`src/rtl/io_write_arbiter.sv`:
```
// Two-requester round-robin write arbiter feeding a single memory-mapped output port.
// Each transaction runs IDLE -> ISSUE (strobe) -> DONE (ack/err); requests are sampled only in IDLE.
module io_write_arbiter #(
  parameter logic [5:0] OUT_ADDR = 6'b101010
) (
  input  logic        io_clk,
  input  logic        reset,
  input  logic        req0,
  input  logic [31:0] addr0,
  input  logic [31:0] data0,
  input  logic        req1,
  input  logic [31:0] addr1,
  input  logic [31:0] data1,
  output logic        ack0,
  output logic        ack1,
  output logic        err,
  output logic [31:0] addr,
  output logic [31:0] datain,
  output logic        write_io_enable,
  output logic        grant_id,
  output logic [15:0] wr_count
);

  typedef enum logic [1:0] {IDLE, ISSUE, DONE} state_t;

  state_t      state_q, state_d;
  logic        last_grant_q, last_grant_d;
  logic        grant_id_q, grant_id_d;
  logic [31:0] addr_q, addr_d;
  logic [31:0] data_q, data_d;
  logic        wen_q, wen_d;
  logic        ack0_q, ack0_d;
  logic        ack1_q, ack1_d;
  logic        err_q, err_d;
  logic [15:0] wr_count_q, wr_count_d;

  logic        gnt;
  logic [31:0] sel_addr;
  logic [31:0] sel_data;

  // Only the word index and byte offset decode; upper address bits alias.
  function automatic logic addr_ok(input logic [7:0] a);
    return (a[7:2] == OUT_ADDR) && (a[1:0] == 2'b00);
  endfunction

  // On a tie, the requester that did not win last time gets the grant.
  assign gnt      = (req0 && req1) ? ~last_grant_q : req1;
  assign sel_addr = gnt ? addr1 : addr0;
  assign sel_data = gnt ? data1 : data0;

  always_ff @(posedge io_clk) begin
    if (reset) begin
      state_q      <= IDLE;
      last_grant_q <= 1'b1;
      grant_id_q   <= 1'b0;
      addr_q       <= 32'h0;
      data_q       <= 32'h0;
      wen_q        <= 1'b0;
      ack0_q       <= 1'b0;
      ack1_q       <= 1'b0;
      err_q        <= 1'b0;
      wr_count_q   <= 16'h0;
    end else begin
      state_q      <= state_d;
      last_grant_q <= last_grant_d;
      grant_id_q   <= grant_id_d;
      addr_q       <= addr_d;
      data_q       <= data_d;
      wen_q        <= wen_d;
      ack0_q       <= ack0_d;
      ack1_q       <= ack1_d;
      err_q        <= err_d;
      wr_count_q   <= wr_count_d;
    end
  end

  always_comb begin
    state_d      = state_q;
    last_grant_d = last_grant_q;
    grant_id_d   = grant_id_q;
    addr_d       = addr_q;
    data_d       = data_q;
    wen_d        = 1'b0;
    ack0_d       = 1'b0;
    ack1_d       = 1'b0;
    err_d        = 1'b0;
    wr_count_d   = wr_count_q;
    case (state_q)
      IDLE: begin
        if (req0 || req1) begin
          state_d      = ISSUE;
          grant_id_d   = gnt;
          last_grant_d = gnt;
          addr_d       = sel_addr;
          data_d       = sel_data;
          wen_d        = addr_ok(sel_addr[7:0]);
        end
      end
      ISSUE: begin
        state_d = DONE;
        ack0_d  = ~grant_id_q;
        ack1_d  = grant_id_q;
        err_d   = ~addr_ok(addr_q[7:0]);
        if (wen_q) begin
          wr_count_d = wr_count_q + 16'd1;
        end
      end
      DONE: begin
        state_d = IDLE;
      end
      default: begin
        state_d = IDLE;
      end
    endcase
  end

  assign ack0            = ack0_q;
  assign ack1            = ack1_q;
  assign err             = err_q;
  assign addr            = addr_q;
  assign datain          = data_q;
  assign write_io_enable = wen_q;
  assign grant_id        = grant_id_q;
  assign wr_count        = wr_count_q;

endmodule

```
`config.mk`:
```
export PLATFORM = sky130hd
export DESIGN_NAME = io_write_arbiter
export DESIGN_NICKNAME = d
export VERILOG_FILES = /design/src/rtl/io_write_arbiter.sv
export SDC_FILE = /design/constraint.sdc
export NUM_CORES = 1
export LEC_CHECK = 0
export CAP_MARGIN = 20
export CORE_MARGIN = 8
export CORE_UTILIZATION = 41
export DETAILED_ROUTE_END_ITERATION = 6
export PLACE_DENSITY = 0.88
export SYNTH_ARGS = -nofsm -noshare
export SYNTH_HDL_FRONTEND = slang
export SYNTH_SLANG_ARGS = --single-unit
```
`constraint.sdc`:
```
create_clock -name io_clk -period 2.8 [get_ports io_clk]
set_clock_uncertainty 0.05 [all_clocks]
set_input_delay 0.28 -clock io_clk [delete_from_list [all_inputs] [get_ports io_clk]]
set_output_delay 0.28 -clock io_clk [all_outputs]
set_load 0.1 [all_outputs]
```
Word level (Yosys, flattened, before mapping)
Index checks and enable logic that the tools add are counted.
{ "op_classes": {"n_addsub": 1, "n_eq_ne": 4, "mux": 5, "bitwise_logic": 6, "n_reduce_logical": 11} }
{ "op_table": {"columns": ["cell", "n"], "rows": [
  ["2-to-1 mux 32 bit", 2],
  ["adder 16 x 1 -> 16 bit (second input constant)", 1],
  ["equality test 6 bit (second input constant)", 2],
  ["logical NOT 2 bit", 3],
  ["inverter 1 bit", 6],
  ["case mux 2 bit (2 select lines)", 1],
  ["AND reduction 2 bit", 2],
  ["logical AND 1 bit", 3],
  ["OR reduction 3 bit", 1],
  ["equality test 2 x 1 -> 1 bit (second input constant)", 1],
  ["2-to-1 mux 2 bit", 1],
  ["inequality test 2 bit (second input constant)", 1],
  ["OR reduction 2 bit", 1],
  ["logical OR 1 bit", 1],
  ["2-to-1 mux 1 bit", 1]
]} }
{ "word_totals": {"ff_bits": 88, "in_bits": 132, "out_inout_bits": 85, "word_cells": 37} }

Logic depth before layout (Yosys ltp)
{ "logic_depth": {"word_depth": 5, "depth_mapped": 6, "depth_no_buf": 5} }

Least setup slack after synthesis
OpenSTA, ideal clock, no wires.
{ "synth_path": {"path_type": "register -> register", "from": "reg wr_count_q[0], in the netlist wr_count[0]", "to": "reg wr_count_q[14], in the netlist wr_count[14]", "setup_time_ps": 70, "t_arrival_ps": 2434, "required_time_ps": 2680, "slack_ps": 246, "path_stages_with_launch": 7, "n_path_buf": 1, "synth_period_minus_slack_ps": 2554, "cell_sequence": "dfxtp_1 ha_1 nand4b_4 or2_1 clkbuf_2 or4_1 a21oi_1"} }
{ "synth_between": {"elab_chain_len": 1} }
{ "synth_lines": {"columns": ["item", "line_no", "rtl"], "rows": [
  ["from (decl)", "35", "logic [15:0] wr_count_q, wr_count_d;"],
  ["from (signal assigned)", "73", "wr_count_q <= wr_count_d;"],
  ["adder 16 x 1 -> 16 bit", "105", "wr_count_d = wr_count_q + 16'd1;"]
]} }
No other way between the ends.
A chain may end at the register's enable or synchronous reset.

Worst setup path in the final report
Same ends and word-level chain as after synthesis.

==> results.json <==
{
  "status": "completed",
  "wirelength_mm": 12.5,
  "worst_pin_slew_ns": 0.469,
  "grt_pass1_wl_mm": 19.6,
  "die-area_sq_um": 12700,
  "grt_max_degree": 68,
  "setup_violations": 0,
  "netlist_instances": 396,
  "drc": 0,
  "async_flop_share_pct": 0,
  "postCtsSetupBuffers": 0,
  "arrival_ns": 2.21,
  "hold_viol_final": 0,
  "ys_seq_area_share_pct": 46.1,
  "die_y_um": 113,
  "cp_cell_sequence": "ha_1 -> nand4b_4 -> or2_1 -> or4_1 -> a21oi_1",
  "insertion_delay_ns": 0.34,
  "cp_num_buf_inv": 0,
  "crit_fanout": 7,
  "ys_types": 41,
  "routabilityCongestion": 0.829,
  "internal-power_mw": 2.32,
  "holdPathStages": 2,
  "vias_per_cell": 5.23,
  "maxCapViolCount": 0,
  "dp_cells": 696,
  "p_comb_share_pct": 39.4,
  "cts_tree": "done",
  "p_switching_mw": 1.62,
  "clock_path_buffers": 2,
  "crit_cells": 5,
  "critical_path_class": "reg2reg",
  "cts_sinks": 88,
  "required_ns": 3.02,
  "power_leakage_nw": 2.52,
  "path_clk_slew_ns": 0.09,
  "synth_edf_count": 0,
  "postRouteAntennaNets": 0,
  "ys_seq_elements": 88,
  "post_drt_wl_per_cell_um": 17.6,
  "synth_ff_type": "dfxtp_1",
  "synth_top_cell_area_share_pct": 46.1,
  "netlist_top_cells_count": "dfxtp_1, nor2_1, mux2i_1",
  "switching_share_pct": 41.1,
  "drive_gt1_share_pct": 18.6,
  "finalPower_mw": 3.94,
  "ctsResizeCount": 0,
  "critPathTopFamily": "simple AND/OR/NAND/NOR gates",
  "pwr-share-seq_pct": 36.4,
  "drtIter0Drc": 188,
  "fin_tns_setup_ns": 0,
  "met1_usage_pct": 19.9,
  "netlist_top_cells_area": "dfxtp_1, mux2i_1, a211oi_1, nor2_1, clkbuf_1",
  "rsz0062_at_grt": "false",
  "cts_hold_buffers": 0,
  "cts_root_buffer": "clkbuf_8",
  "use_met2_pct": 33.7,
  "synth_most_common_cell": "dfxtp_1",
  "yosys_warnings": 0,
  "syn_area_per_cell_sq_um": 9.65,
  "diodes": 0,
  "synth_area_sq_um": 3820,
  "crit_slowest_cell": "or4_1",
  "period_minus_slack_ns": 1.99,
  "portBuffers": 216,
  "yosysTopAreaCell": "dfxtp_1",
  "use_met3_pct": 6.92,
  "cts_buffers": 9,
  "maxSlewHeadroom_pct": 68.7,
  "antenna_found_initial": 0,
  "power.density_nw_per_um2": 649,
  "first_pass_iters": 4,
  "synth_fp_nets": 529,
  "busiest_layer": "met2",
  "io-pin-count": 217,
  "hold_class": "in2reg",
  "ir_worst_vdd_mv": 0.414,
  "critPathCaptureType": "flop",
  "fmax_mhz": 503,
  "slew_viol_final": 0,
  "initial_core_util_pct": 41.8,
  "cts.htree.levels": 3,
  "rows": 35,
  "coreArea_sq_um": 9150,
  "die_width_um": 113,
  "first_global_vias": 3975,
  "r2r_cells": 5,
  "nets": 729,
  "period_share_pct": 71.0,
  "fill_cells": 738,
  "slowest_delay_ns": 0.54,
  "critPathLaunchType": "flop",
  "finalNonFillerCells": 712,
  "grt_overflow": 0,
  "vias": 3722,
  "clkPwrFrac_pct": 24.2,
  "syn2layout_area_growth_pct": 58.7,
  "grt_use_total_pct": 19.1,
  "dp_hpwl_mm": 9.93,
  "finish.utilization_pct": 66.3
}
==> stage by stage <==
step / hold WS (ns) / cell area, sq um / setup WS, ns
floorplan: 0.388 / 3820 / 0.246
global placement: 0.413 / 5850 / 0.800
detailed placement: 0.433 / 5850 / 0.736
CTS: 0.320 / 6070 / 0.799
global route: 0.350 / 6070 / 0.726
finish: 0.340 / 6070 / 0.812
==> cell usage in the layout (no fill, tap or decap), types with 4 or more instances in the layout <==
cell type,instances
a211oi_1,64
or4_1,5
nor2_1,77
buf_4,87
nand2_1,7
clkdlybuf4s50_1,130
xor2_1,6
dfxtp_1,88
o31ai_1,4
nand3_1,4
clkbuf_8,9
a21oi_1,8
mux2i_1,65
==> registers in the layout (all words and copies together), names as in the netlist, 2 cells and up <==
name      cells
addr         32
datain       32
wr_count     16
state_q       2
==> power groups by stage <==
stage	logic, mW	registers (mW)	clock network, mW
3_5_place_dp	1.56	1.46	0
2_1_floorplan	0.312	2.25	0
3_3_place_gp	1.54	1.46	0
6_report	1.55	1.44	0.952
5_1_grt	1.62	1.45	1.02
4_1_cts	1.56	1.44	0.980
==> metal layers <==
metal  vias to the layer above  share of wire (%)
li1                       1843                  -
met2                       151                 51
met1                      1702                 38
met3                        26                8.5
met5                         -                  0
met4                         0                3.0
==> area by class of cell <==
cell class | count | area [sq um] | area share, %
Clock buffer | 11 | 131 | 2.17
Clock inverter | 5 | 81.3 | 1.34
Inverter | 2 | 7.51 | 0.124
Multi-Input combinational cell | 274 | 1930 | 31.8
Sequential cell | 88 | 1760 | 29.0
Tap cell | 111 | 139 | 2.29
Timing Repair Buffer | 221 | 2020 | 33.3
==> cell families (layout without fill, tap and decap cells) <==
kind of cell / Yosys count / count (layout) / share of synthesized area (%)
AO/OA/AOI/OAI: 82 / 82 / 15.4
XOR/XNOR: 9 / 9 / 2.06
adder cells (fa/ha/maj): 1 / 1 / 0.327
buffers and inverters: 34 / 239 / 3.99
flip-flops: 88 / 88 / 46.1
multiplexers: 65 / 65 / 17.0
AND/OR/NAND/NOR: 117 / 117 / 15.2
==> path summary, 6_finish.rpt <==
kind	startpoint	endpoint	slack (ns)
worst max-delay path	wr_count[0]	wr_count[14]	0.81
worst min-delay path	reset	addr[10]	0.34
worst max register to register	wr_count[0]	wr_count[14]	0.81
worst min register to register	wr_count[15]	wr_count[15]	0.44
Note: power is estimated with default switching activity, not from simulation.
